==> config.mk <==
export PLATFORM = sky130hd
export DESIGN_NAME = uart_word_assembler
export DESIGN_NICKNAME = d
export VERILOG_FILES = /design/src/rtl/uart_wa_pkg.sv /design/src/rtl/uart_wa_timeout.sv /design/src/rtl/uart_word_assembler.sv
export SDC_FILE = /design/constraint.sdc
export NUM_CORES = 1
export LEC_CHECK = 0
export CORE_MARGIN = 2
export CORE_UTILIZATION = 35
export DETAILED_ROUTE_END_ITERATION = 8
export DONT_BUFFER_PORTS = 1
export PLACE_DENSITY = 0.59
export SYNTH_ARGS = -nofsm -noshare
export SYNTH_HDL_FRONTEND = slang
export SYNTH_HIERARCHICAL = 1
export SYNTH_SLANG_ARGS = --single-unit
==> constraint.sdc <==
create_clock -name i_clk -period 2.2 [get_ports i_clk]
set_input_delay 0.22 -clock i_clk [delete_from_list [all_inputs] [get_ports i_clk]]
set_output_delay 0.22 -clock i_clk [all_outputs]
set_load 0.005 [all_outputs]
==> src/rtl/uart_wa_pkg.sv <==
// Shared types and defaults for the UART word assembler (slot state encoding,
// default sizing constants, counter-width helper).
package uart_wa_pkg;

  typedef enum logic {
    EMPTY = 1'b0,
    FULL  = 1'b1
  } slot_state_e;

  localparam int DEFAULT_WORD_BYTES     = 4;
  localparam int DEFAULT_TIMEOUT_CYCLES = 50000;

  // Width of a counter that must hold 0..n-1; never narrower than one bit.
  function automatic int cnt_width(input int n);
    return (n > 1) ? $clog2(n) : 1;
  endfunction

endpackage

==> src/rtl/uart_wa_timeout.sv <==
// Inter-byte timeout counter: flags expiry when a partial word has seen no byte
// for TIMEOUT_CYCLES cycles. Only instantiated when UART_WA_TIMEOUT_EN is defined.
module uart_wa_timeout
  import uart_wa_pkg::*;
#(
  parameter int TIMEOUT_CYCLES = DEFAULT_TIMEOUT_CYCLES
) (
  input  logic i_clk,
  input  logic i_reset,
  input  logic i_active,
  input  logic i_rx_done,
  output logic o_expire
);

  localparam int TW = cnt_width(TIMEOUT_CYCLES);
  localparam logic [TW-1:0] LAST_CNT = TW'(TIMEOUT_CYCLES - 1);

  logic [TW-1:0] cnt;

  // A byte arriving in the expiry cycle wins: no expiry is reported.
  assign o_expire = i_active && !i_rx_done && (cnt == LAST_CNT);

  always_ff @(posedge i_clk or posedge i_reset) begin
    if (i_reset) begin
      cnt <= '0;
    end else if (i_rx_done || !i_active || o_expire) begin
      cnt <= '0;
    end else begin
      cnt <= cnt + 1'b1;
    end
  end

endmodule

==> src/rtl/uart_word_assembler.sv <==
// Packs UART bytes little-endian into WORD_BYTES-wide words behind a one-entry
// output slot. Optional inter-byte timeout selected by macro UART_WA_TIMEOUT_EN.
module uart_word_assembler
  import uart_wa_pkg::*;
#(
  parameter int WORD_BYTES     = DEFAULT_WORD_BYTES,
  parameter int TIMEOUT_CYCLES = DEFAULT_TIMEOUT_CYCLES
) (
  input  logic                    i_clk,
  input  logic                    i_reset,
  input  logic                    i_rx_done,
  input  logic [7:0]              i_rx_data,
  input  logic                    i_ready,
  output logic [8*WORD_BYTES-1:0] o_word,
  output logic                    o_valid,
  output logic                    o_overrun,
  output logic                    o_timeout_tick
);

  localparam int WORD_W = 8 * WORD_BYTES;
  localparam int BUF_W  = WORD_W - 8;
  localparam int BCNT_W = cnt_width(WORD_BYTES);
  localparam logic [BCNT_W-1:0] LAST_BYTE = BCNT_W'(WORD_BYTES - 1);

  logic [BCNT_W-1:0] byte_cnt;
  logic [BUF_W-1:0]  asm_buf;
  logic [WORD_W-1:0] shifted;
  logic              word_done;
  logic              load_word;
  logic              overrun_set;
  logic              expire;
  slot_state_e       state_q;
  slot_state_e       state_d;

  assign word_done = i_rx_done && (byte_cnt == LAST_BYTE);

  // New bytes enter at the top and move down, so after WORD_BYTES-1 bytes the
  // first one sits in bits [7:0]; {new byte, buffer} is then the full word.
  assign shifted = {i_rx_data, asm_buf};

`ifdef UART_WA_TIMEOUT_EN
  uart_wa_timeout #(
    .TIMEOUT_CYCLES(TIMEOUT_CYCLES)
  ) u_timeout (
    .i_clk     (i_clk),
    .i_reset   (i_reset),
    .i_active  (byte_cnt != '0),
    .i_rx_done (i_rx_done),
    .o_expire  (expire)
  );
  assign o_timeout_tick = expire;
`else
  // Feature compiled out: partial words persist and the tick never fires.
  assign expire         = 1'b0;
  assign o_timeout_tick = (TIMEOUT_CYCLES < 0);
`endif

  always_ff @(posedge i_clk or posedge i_reset) begin
    if (i_reset) begin
      byte_cnt <= '0;
      asm_buf  <= '0;
    end else if (i_rx_done) begin
      if (word_done) begin
        byte_cnt <= '0;
      end else begin
        byte_cnt <= byte_cnt + 1'b1;
        asm_buf  <= shifted[WORD_W-1:8];
      end
    end else if (expire) begin
      byte_cnt <= '0;
    end
  end

  // Output handshake: o_word is offered while o_valid=1 and is consumed on any
  // cycle with i_ready=1; until then o_word is held and a completing word is
  // dropped (setting o_overrun). A word completing in the consuming cycle
  // replaces the consumed one and o_valid stays high.
  always_comb begin
    state_d     = state_q;
    load_word   = 1'b0;
    overrun_set = 1'b0;
    case (state_q)
      EMPTY: begin
        if (word_done) begin
          state_d   = FULL;
          load_word = 1'b1;
        end
      end
      FULL: begin
        if (word_done) begin
          if (i_ready) begin
            load_word = 1'b1;
          end else begin
            overrun_set = 1'b1;
          end
        end else if (i_ready) begin
          state_d = EMPTY;
        end
      end
      default: state_d = EMPTY;
    endcase
  end

  always_ff @(posedge i_clk or posedge i_reset) begin
    if (i_reset) begin
      state_q   <= EMPTY;
      o_word    <= '0;
      o_overrun <= 1'b0;
    end else begin
      state_q <= state_d;
      if (load_word) begin
        o_word <= shifted;
      end
      if (overrun_set) begin
        o_overrun <= 1'b1;
      end
    end
  end

  assign o_valid = (state_q == FULL);

endmodule

==> results by group, run 1 <==
Drt
  – Routed WL: a little under 4000 um
  – Drt via density: around 4.5
  – Routed met3 length: around 320 um
  – WL/cell: ~16 um
  – DR WL met2: about 2000 um
  – Drt first-iter violations: 17
  – Met1 Wirelength: 1590 um
  – First drt pass iteration count: 3
  – Max Used Layer: met4
  – DRC errors left: 0
  – Via count: 1108
  – Antenna-violating nets left: 0

Final layout
  – Register Area: roughly 0.0015 mm^2
  – Filler Cells Inserted: 632
  – Fin nets: ~160
  – Area Overhead vs Synth: 10.4%
  – Ant diodes: 0
  – Most common cell after layout, fill and taps aside: dfrtp_1
  – Layout cell share with drive strength beyond 1: 0.450
  – Commonest non-fill, non-tap cells in the layout: dfrtp_1 (60), mux2_4 (30), mux2_2 (15)
  – Area of the multi-input gates: roughly 830 um^2

Floorplan
  – Std cell rows: 30
  – Starting Density: 0.361
  – DIE AREA: about 0.0077 mm^2
  – Die width: slightly below 90 um
  – Ports: 47
  – Die extent in y: around 90 um
  – Core area: between 0.006 and 0.007 mm^2

Power
  – Cell-internal power: around 2.8 mW
  – Part of the power in registers: 0.531
  – Net Sw Frac: 0.281
  – P per Cell Area: 1430 mW/mm^2
  – Leak: 1.21 nW
  – Peak VDD IR: ~570 uV
  – Gate power share: 0.253
  – Net switching power: around 1.1 mW
  – Clk network pwr share: 0.217

Worst hold path
  – Hold Crit Class: in2reg

Synth
  – Avg Inst Size Synth: about 18 um^2
  – Sequential fraction of the synthesis area: 0.612
  – Synth cell types: 17
  – Cells after Synth: ~140
  – Synthesis-stage register bit count: 60
  – Ys Warns: 6
  – Syn_nets: approximately 150
  – Syn Std Cell Area: ~0.0025 mm^2

Global routing
  – Largest net degree at the start of global routing: 61
  – Gr ovfl total: 0
  – Total global-route track usage: 0.113
  – Initial antenna violation count: 0
  – First-pass GRT wire length: roughly 6400 um
  – Vias in the first global route: about 1300

Timing
  – Post-route worst setup slack: between 0.6 and 0.7 ns
  – Clk_skew: between 0.003 and 0.004 ns
  – Hold Slack: between 0.03 and 0.04 ns
  – Peak Freq: 642 MHz
  – Min Tclk post-route: approximately 1.6 ns
  – Slew Limit Fails: 0
  – Endpoints failing setup: 0
  – Fin. Hold Viols: 0
  – RSZ-0062 raised after global routing: no
  – Period utilization: 0.708
  – Setup TNS: 0 ns

Job
  – Total of max-cap violations: 0

CTS
  – CTS tree: yes
  – Worst-path clk slew: approximately 0.06 ns
  – Clk_lat worst skew: roughly 0.32 ns
  – H-tree depth: 3
  – CTS root buf: clkbuf_8
  – Clk buf depth: 2
  – Total CTS buffers: 9
  – CTS Sinks: 60
  – Post-CTS Setup Bufs: 0

Setup path
  – Setup CP Type: reg2reg
  – CP bufs+invs: 1
  – Critical path's slowest cell: dfrtp_1
  – WP data required: 2.40 ns
  – Startpoint types: flop
  – CP delay by family, top: flip-flops
  – Worst Path Arrival: approximately 1.8 ns
  – CP Max Fanout: 32
  – Endpoint class of the critical path: flop
  – Critical Path, Cell by Cell: ha_1 > nand2_2 > nor2b_4 > buf_12 > mux2_2
  – CP max stage delay: roughly 0.37 ns

Outcome
  – Status: finished clean

Placed design
  – Routability congestion estimate: a little over 0.7
  – IO Port Bufs: 0
  – DP HPWL: 2620 um
  – Worst slack, placed: approximately 0.63 ns
[what timing repair did]
action                    4_1_cts  5_1_grt
hold buffers                    2        0
hold endpoints to repair       61        0
resized for setup               0        0
[Yosys cell counts]
| library cell | instances | area, um^2 |
|---|---|---|
| conb_1 | 1 | 3.75 |
| nand2b_4 | 1 | 13.8 |
| o21bai_1 | 1 | 7.51 |
| dfrtp_1 | 60 | 1500 |
| nor2b_1 | 1 | 6.26 |
| buf_12 | 3 | 60.1 |
| buf_4 | 1 | 7.51 |
| nor2b_4 | 1 | 13.8 |
| mux2_4 | 30 | 450 |
| buf_6 | 4 | 45.0 |
| mux2_1 | 12 | 135 |
| mux2i_1 | 1 | 10.0 |
| nand2_2 | 1 | 6.26 |
| nand2_1 | 1 | 3.75 |
| inv_1 | 2 | 7.51 |
| mux2_2 | 15 | 169 |
| ha_1 | 1 | 12.5 |
[routing by layer]
metal | GRT usage | up-vias
met5 | 0 | -
met4 | 0.0545 | 0
met3 | 0.0566 | 7
met2 | 0.183 | 43
met1 | 0.122 | 577
li1 | - | 481
[cell families (layout without fill, tap and decap cells)]
logic type	Yosys count	count (layout)	synth area share
fa+ha+maj	1	1	0.00510
mux	58	58	0.312
compound gates	1	1	0.00306
flops	60	60	0.612
simple gates	5	5	0.0178
other cells	1	1	0.00153
buf+inv	10	23	0.0490
[sequential cells by signal (all words and copies together), names as in the netlist]
name,flops
o_valid,1
o_word,32
byte_cnt,2
asm_buf,24
o_overrun,1
[final timing paths]
| check | slack (ns) | cells after the start | start | end |
|---|---|---|---|---|
| worst max-delay path | 0.64 | 5 | byte_cnt[0] | o_word[4] |
| worst min-delay path | 0.04 | 1 | i_rx_data[3] | o_word[27] |
| worst max register to register | 0.64 | 5 | byte_cnt[0] | o_word[4] |
| worst min register to register | 0.49 | 1 | asm_buf[5] | asm_buf[5] |
| max in group asynchronous | 1.53 | 3 | i_reset | asm_buf[19] |
| min in group asynchronous | 0.39 | 3 | i_reset | o_word[7] |
[stage by stage]
step | utilization | std cells | instance area (um^2) | total power, mW
floorplan | - | 136 | 2450 | 2.87
global placement | 0.371 | 228 | 2520 | 3.00
detailed placement | 0.371 | 228 | 2520 | 3.07
CTS | 0.399 | 245 | 2710 | 3.96
global route | 0.399 | 245 | 2710 | 4.12
finish | 0.399 | 245 | 2710 | 3.88
[power groups by stage]
stage | clock network (mW) | registers, mW | logic (mW)
global route | 0.921 | 2.13 | 1.07
floorplan | 0 | 1.93 | 0.933
detailed placement | 0 | 2.09 | 0.984
finish | 0.841 | 2.06 | 0.981
CTS | 0.880 | 2.08 | 0.999
global placement | 0 | 2.06 | 0.936
[area by class of cell]
class,instances,share of cell area
tap,96,0.0444
multi-input combinational,66,0.308
clock inverter,2,0.00370
sequential,60,0.555
clock buffer,13,0.0587
inverter,2,0.00277
timing repair buffer,6,0.0277
Note: power is estimated with default switching activity, not from simulation.
==> run 2: changes to the inputs <==
--- a/config.mk
+++ b/config.mk
@@ -9,7 +9,7 @@
 export CORE_UTILIZATION = 35
 export DETAILED_ROUTE_END_ITERATION = 8
 export DONT_BUFFER_PORTS = 1
-export PLACE_DENSITY = 0.59
+export PLACE_DENSITY = 0.61
 export SYNTH_ARGS = -nofsm -noshare
 export SYNTH_HDL_FRONTEND = slang
 export SYNTH_HIERARCHICAL = 1
==> constraint.sdc (replaced) <==
create_clock -name i_clk -period 1.25 [get_ports i_clk]
set_input_delay 0.125 -clock i_clk [delete_from_list [all_inputs] [get_ports i_clk]]
set_output_delay 0.125 -clock i_clk [all_outputs]
set_load 0.005 [all_outputs]
==> run 2 against run 1 <==
  * Hold slack gained 0.012 ns
  * Count of clock-buffer cells in the layout shrank 2
  * Setup slack lost 0.81 ns
  * Via count grew 0.72%
  * The run now ends with setup timing left
  * Global-route usage grew 0.49 points
  * Sequential share of layout area shrank 4.0 points
  * Critical path depth is the same
  * First-iteration DRC count grew 120%
  * Cell count grew 5.3%
  * Wire length shrank 2.2%
==> results by group, run 2 (synthesis gave the netlist of run 1 again) <==
Power
  – Clk network pwr share: 0.255
  – Cell-internal power: roughly 5.4 mW
  – Part of the power in registers: 0.488
  – Leak: around 1.3 nW
  – Net switching power: approximately 2.0 mW
  – Gate power share: 0.257
  – Net Sw Frac: 0.267
  – Peak VDD IR: roughly 900 uV
  – P per Cell Area: 2540 mW/mm^2
  – Total design power: about 7.4 mW

Final layout
  – Fin nets: between 150 and 200
  – Filler Cells Inserted: 589
  – Top reg by flops: o_word
  – Largest regs: o_word: 32 flops, asm_buf: 24 flops, byte_cnt: 2 flops
  – Max reg flops: 32
  – Commonest non-fill, non-tap cells in the layout: dfrtp_1 (60), mux2_4 (35), mux2_2 (13)
  – Ant diodes: 0
  – Final Util: 0.429
  – Most common cell after layout, fill and taps aside: dfrtp_1
  – Area Overhead vs Synth: 18.9%
  – Layout cell share with drive strength beyond 1: 0.475
  – Final std cells w/o fill: around 260

Setup path
  – Worst Path Arrival: about 1.6 ns
  – Endpoint class of the critical path: flop
  – Setup CP Type: reg2reg
  – WP data required: around 1.5 ns
  – Startpoint types: flop
  – CP Max Fanout: 16

Floorplan
  – Die width: 87.7 um
  – DIE AREA: 0.00770 mm^2
  – Std cell rows: 30
  – Ports: 47
  – Core area: a little under 0.007 mm^2
  – Die extent in y: 87.7 um
  – Starting Density: 0.361

Timing
  – Endpoints failing setup: between 50 and 60
  – Hold Slack: 0.0495 ns
  – Slew Limit Fails: 0
  – Clk_skew: 0.00574 ns
  – Fin. Hold Viols: 0
  – Peak Freq: between 700 and 800 MHz
  – Period utilization: 1.14
  – Post-route worst setup slack: -0.171 ns
  – RSZ-0062 raised after global routing: yes
  – Min Tclk post-route: between 1 and 1.5 ns

Placed design
  – IO Port Bufs: 0
  – Routability congestion estimate: around 0.65
  – DP HPWL: 2550 um
  – Worst slack, placed: -0.186 ns
  – Inst Count DP: 233

Drt
  – DRC errors left: 0
  – WL/cell: 15.1 um
  – Routed WL: between 3000 and 4000 um
  – Via count: ~1100
  – Drt first-iter violations: 38
  – Antenna-violating nets left: 0
  – First drt pass iteration count: 2
  – Drt via density: between 4 and 5

Outcome
  – Failing checks: setup timing
  – Status: finished with violations

Job
  – Total of max-cap violations: 0

CTS
  – CTS tree: yes
  – H-tree depth: 3
  – Post-CTS Setup Bufs: 0
  – Clk buf depth: 2
  – CTS Sinks: 60
  – Worst-path clk slew: roughly 0.07 ns
  – CTS root buf: clkbuf_8
  – Total CTS buffers: 9
  – Clk_lat worst skew: roughly 0.33 ns

Worst hold path
  – Hold Crit Class: in2reg

Global routing
  – First-pass GRT wire length: 6600 um
  – Initial antenna violation count: 0
  – Total global-route track usage: 0.117
  – Gr ovfl total: 0
  – Largest net degree at the start of global routing: 61
  – Vias in the first global route: 1289
-- run 2: cell types whose count changed in the layout (fill, tap and decap cells not counted), sizes merged --
| cell | before | now |
|---|---|---|
| dlygate4sd3 | 2 | 10 |
| buf | 4 | 9 |
| bufinv | 0 | 2 |
| clkbuf | 13 | 11 |
| clkinvlp | 0 | 1 |
| inv | 2 | 1 |
-- run 2: repair_timing --
action / in CTS / in global routing
endpoints found under the hold margin: 78 / 0
hold buffers: 10 / 0
resized for setup: 2 / 1
setup endpoints to repair: 56 / 56
pin swaps: 0 / 0
-- run 2: worst paths after layout --
kind                             startpoint    endpoint  slack, ns  cells after the start
worst max-delay path            byte_cnt[1]  o_word[20]      -0.17                      5
worst min-delay path              i_rx_done     o_valid       0.05                      3
worst max register to register  byte_cnt[1]  o_word[20]      -0.17                      5
worst min register to register   asm_buf[4]  asm_buf[4]       0.49                      1
max in group asynchronous           i_reset   o_word[4]       0.64                      3
min in group asynchronous           i_reset  o_word[18]       0.35                      3
-- run 2: layer usage --
metal,vias to the layer above,global-route usage,share of wire
li1,508,-,-
met1,564,0.147,0.44
met2,36,0.172,0.48
met3,8,0.0537,0.067
met4,0,0.0587,0.019
met5,-,0,0
-- run 2: worst max-delay path, cell delays in order, from the launching register on --
cell and delay, ns:
dfrtp_1 0.35, ha_2 0.19, nand2_2 0.07, nor2b_4 0.17, buf_12 0.20, mux2_4 0.32
-- run 2: area by class of cell --
cell class	instances	area [um^2]	area share
Sequential cell	60	1500	0.515
Clock buffer	11	141	0.0485
Clock inverter	4	73.8	0.0253
Multi-Input combinational cell	66	856	0.293
Timing Repair Buffer	19	213	0.0729
Tap cell	96	120	0.0412
Inverter	2	11.3	0.00386
-- run 2: per-stage QoR --
stage | instance area (um^2) | setup TNS, ns
final | 2920 | -8.51
after global routing | 2920 | -12.07
after CTS | 2910 | -8.92
after detailed placement | 2590 | -9.05
after global placement | 2590 | -7.74
after floorplan | 2470 | -7.04
-- run 2: power groups by stage --
stage          sequential (mW)  clock [mW]  combinational [mW]
2_1_floorplan             3.41           0                1.71
3_3_place_gp              3.63           0                1.80
3_5_place_dp              3.66           0                1.87
4_1_cts                   3.65        1.96                1.92
5_1_grt                   3.76        2.04                2.08
6_report                  3.61        1.89                1.90
==> run 3: changes to the inputs <==
--- a/config.mk
+++ b/config.mk
@@ -5,11 +5,12 @@
 export SDC_FILE = /design/constraint.sdc
 export NUM_CORES = 1
 export LEC_CHECK = 0
+export BUFFER_PORTS_ARGS = -buffer_cell sky130_fd_sc_hd__buf_2
 export CORE_MARGIN = 2
 export CORE_UTILIZATION = 35
 export DETAILED_ROUTE_END_ITERATION = 8
-export DONT_BUFFER_PORTS = 1
-export PLACE_DENSITY = 0.61
+export PLACE_DENSITY = 0.67
+export REMOVE_ABC_BUFFERS = 1
 export SYNTH_ARGS = -nofsm -noshare
 export SYNTH_HDL_FRONTEND = slang
 export SYNTH_HIERARCHICAL = 1
==> run 3 against run 2 <==
  * The run still ends with setup timing left
  * First-iteration DRC count is 42% lower
  * Wire length increased by 3.9%
  * Largest cell class unchanged
  * Total power increased by 6.6%
  * Register-to-register slack lost 0.02 ns
  * Non-clock buffer count rose by 39
  * Design area up 6.6%
  * Highest routed layer unchanged
==> results by group, run 3 (synthesis gave the netlist of run 1 again) <==
Outcome
  – Status: finished with violations
  – Failing checks: setup timing

Setup path
  – Critical Path, Cell by Cell: ha_2 > nand2_2 > nor2b_4 > buf_12 > buf_12 > mux2_4
  – Startpoint types: flop
  – Reg2Reg Setup Slack: -0.19 ns
  – Setup CP Type: reg2reg
  – CP max stage delay: 0.35 ns
  – CP Max Fanout: 9
  – Worst Path Arrival: between 1.5 and 2 ns
  – FF-to-FF End: o_word[4]
  – R2r startpoint: byte_cnt[0]
  – R2R depth: 6
  – WP data required: 1.47 ns
  – Critical path's slowest cell: dfrtp_1
  – Top cell by count, worst path: buf_12
  – Endpoint class of the critical path: flop

Timing
  – RSZ-0062 raised after global routing: yes
  – Clk_skew: between 0.01 and 0.015 ns
  – Min Tclk post-route: 1.44 ns
  – Fin. Hold Viols: 0
  – Endpoints failing setup: 56
  – Slew Limit Fails: 0
  – Peak Freq: 692 MHz
  – Period utilization: 1.16
  – Post-route worst setup slack: -0.194 ns
  – Setup TNS: -9.68 ns
  – Hold Slack: ~0.027 ns

Drt
  – Drt via density: between 4 and 5
  – Routed WL: 4040 um
  – Drt first-iter violations: 22
  – First drt pass iteration count: 3
  – Antenna-violating nets left: 0
  – WL/cell: between 10 and 15 um
  – Via count: between 1000 and 1500
  – DRC errors left: 0

Power
  – P per Cell Area: 2540 mW/mm^2
  – Peak VDD IR: roughly 1000 uV
  – Leak: roughly 1.5 nW
  – Total design power: 7.89 mW

CTS
  – Clk buf depth: 2
  – CTS tree: yes
  – Clk_lat worst skew: between 0.3 and 0.4 ns
  – H-tree depth: 3
  – CTS root buf: clkbuf_8
  – CTS Sinks: 60
  – Total CTS buffers: 9
  – Worst-path clk slew: 0.07 ns

Final layout
  – Largest regs: o_word: 32 flops, asm_buf: 24 flops, byte_cnt: 2 flops
  – Layout cell share with drive strength beyond 1: 0.604
  – Top reg by flops: o_word
  – Ant diodes: 0
  – Most common cell after layout, fill and taps aside: dfrtp_1
  – Final Util: 0.457
  – Filler Cells Inserted: 613
  – Final std cells w/o fill: approximately 300
  – Design area: 0.00311 mm^2
  – Max reg flops: 32
  – Area Overhead vs Synth: 26.7%
  – Commonest non-fill, non-tap cells in the layout: dfrtp_1 (60), buf_2 (45), mux2_4 (32)
  – Fin nets: between 200 and 250

Floorplan
  – Core area: roughly 0.0068 mm^2
  – Starting Density: 0.361
  – Die width: about 90 um
  – Ports: 47
  – DIE AREA: between 0.007 and 0.008 mm^2
  – Std cell rows: 30
  – Die extent in y: 87.7 um

Global routing
  – Vias in the first global route: ~1300
  – Gr ovfl total: 0
  – Total global-route track usage: 0.114
  – First-pass GRT wire length: 6450 um
  – Largest net degree at the start of global routing: between 60 and 70
  – Initial antenna violation count: 0

Placed design
  – Inst Count DP: ~280
  – DP HPWL: 2490 um
  – Routability congestion estimate: 0.681
  – IO Port Bufs: 45
  – Worst slack, placed: -0.213 ns
  – DP Area: approximately 0.0028 mm^2

Worst hold path
  – Hold Path End: o_word[24]
  – Hold Path Stages: 2
  – Hold Crit Start: i_rx_data[0]
  – Hold Crit Class: in2reg

Job
  – Total of max-cap violations: 0
==> run 3: changes by cell type in the layout (fill, tap and decap cells not counted), sizes merged <==
| cell | previous run | this run |
|---|---|---|
| buf | 9 | 56 |
| clkbuf | 11 | 13 |
| clkinv | 2 | 1 |
| dlygate4sd3 | 10 | 1 |
| inv | 1 | 2 |
==> run 3: power breakdown <==
group          internal (mW)  switching [mW]
registers               2.88           0.535
clock network           1.18           0.755
logic                   1.74           0.802
total                   5.80            2.09
==> run 3: per-layer routing <==
metal,global-route usage,wire length [um]
met5,0,0
met4,0.0797,113
met3,0.0330,154
met2,0.155,1740
met1,0.154,2030
==> run 3: worst max path at each step <==
stage	start	end	slack, ns	cells after the start
6_report	byte_cnt[0]	o_word[4]	-0.19	6
5_1_grt	byte_cnt[0]	o_word[13]	-0.25	6
4_1_cts	byte_cnt[0]	o_word[6]	-0.21	5
3_5_place_dp	byte_cnt[0]	o_word[5]	-0.21	5
3_3_place_gp	byte_cnt[0]	asm_buf[20]	-0.19	4
2_1_floorplan	byte_cnt[0]	asm_buf[16]	-1.04	3
==> run 3: final cells by class <==
class / instances / area [um^2] / area share
Timing Repair Buffer: 58 / 417 / 0.134
Clock buffer: 12 / 145 / 0.0467
Sequential cell: 60 / 1500 / 0.483
Inverter: 2 / 7.51 / 0.00242
Multi-Input combinational cell: 66 / 845 / 0.272
Clock inverter: 4 / 72.6 / 0.0233
Tap cell: 96 / 120 / 0.0386
==> run 3: timing repair <==
action,CTS,global route
endpoints found under the hold margin,60,0
gates resized for setup,4,4
pin swaps,0,1
buffers inserted,0,2
hold buffers,1,0
setup endpoints to repair,56,56
gates cloned,0,2
==> run 3: critical path: cells and delay by family, from the launching register on <==
family        cells  cell delay, ns
flops             1            0.35
mux               1            0.30
buf+inv           2            0.27
fa+ha+maj         1            0.20
simple gates      2            0.21
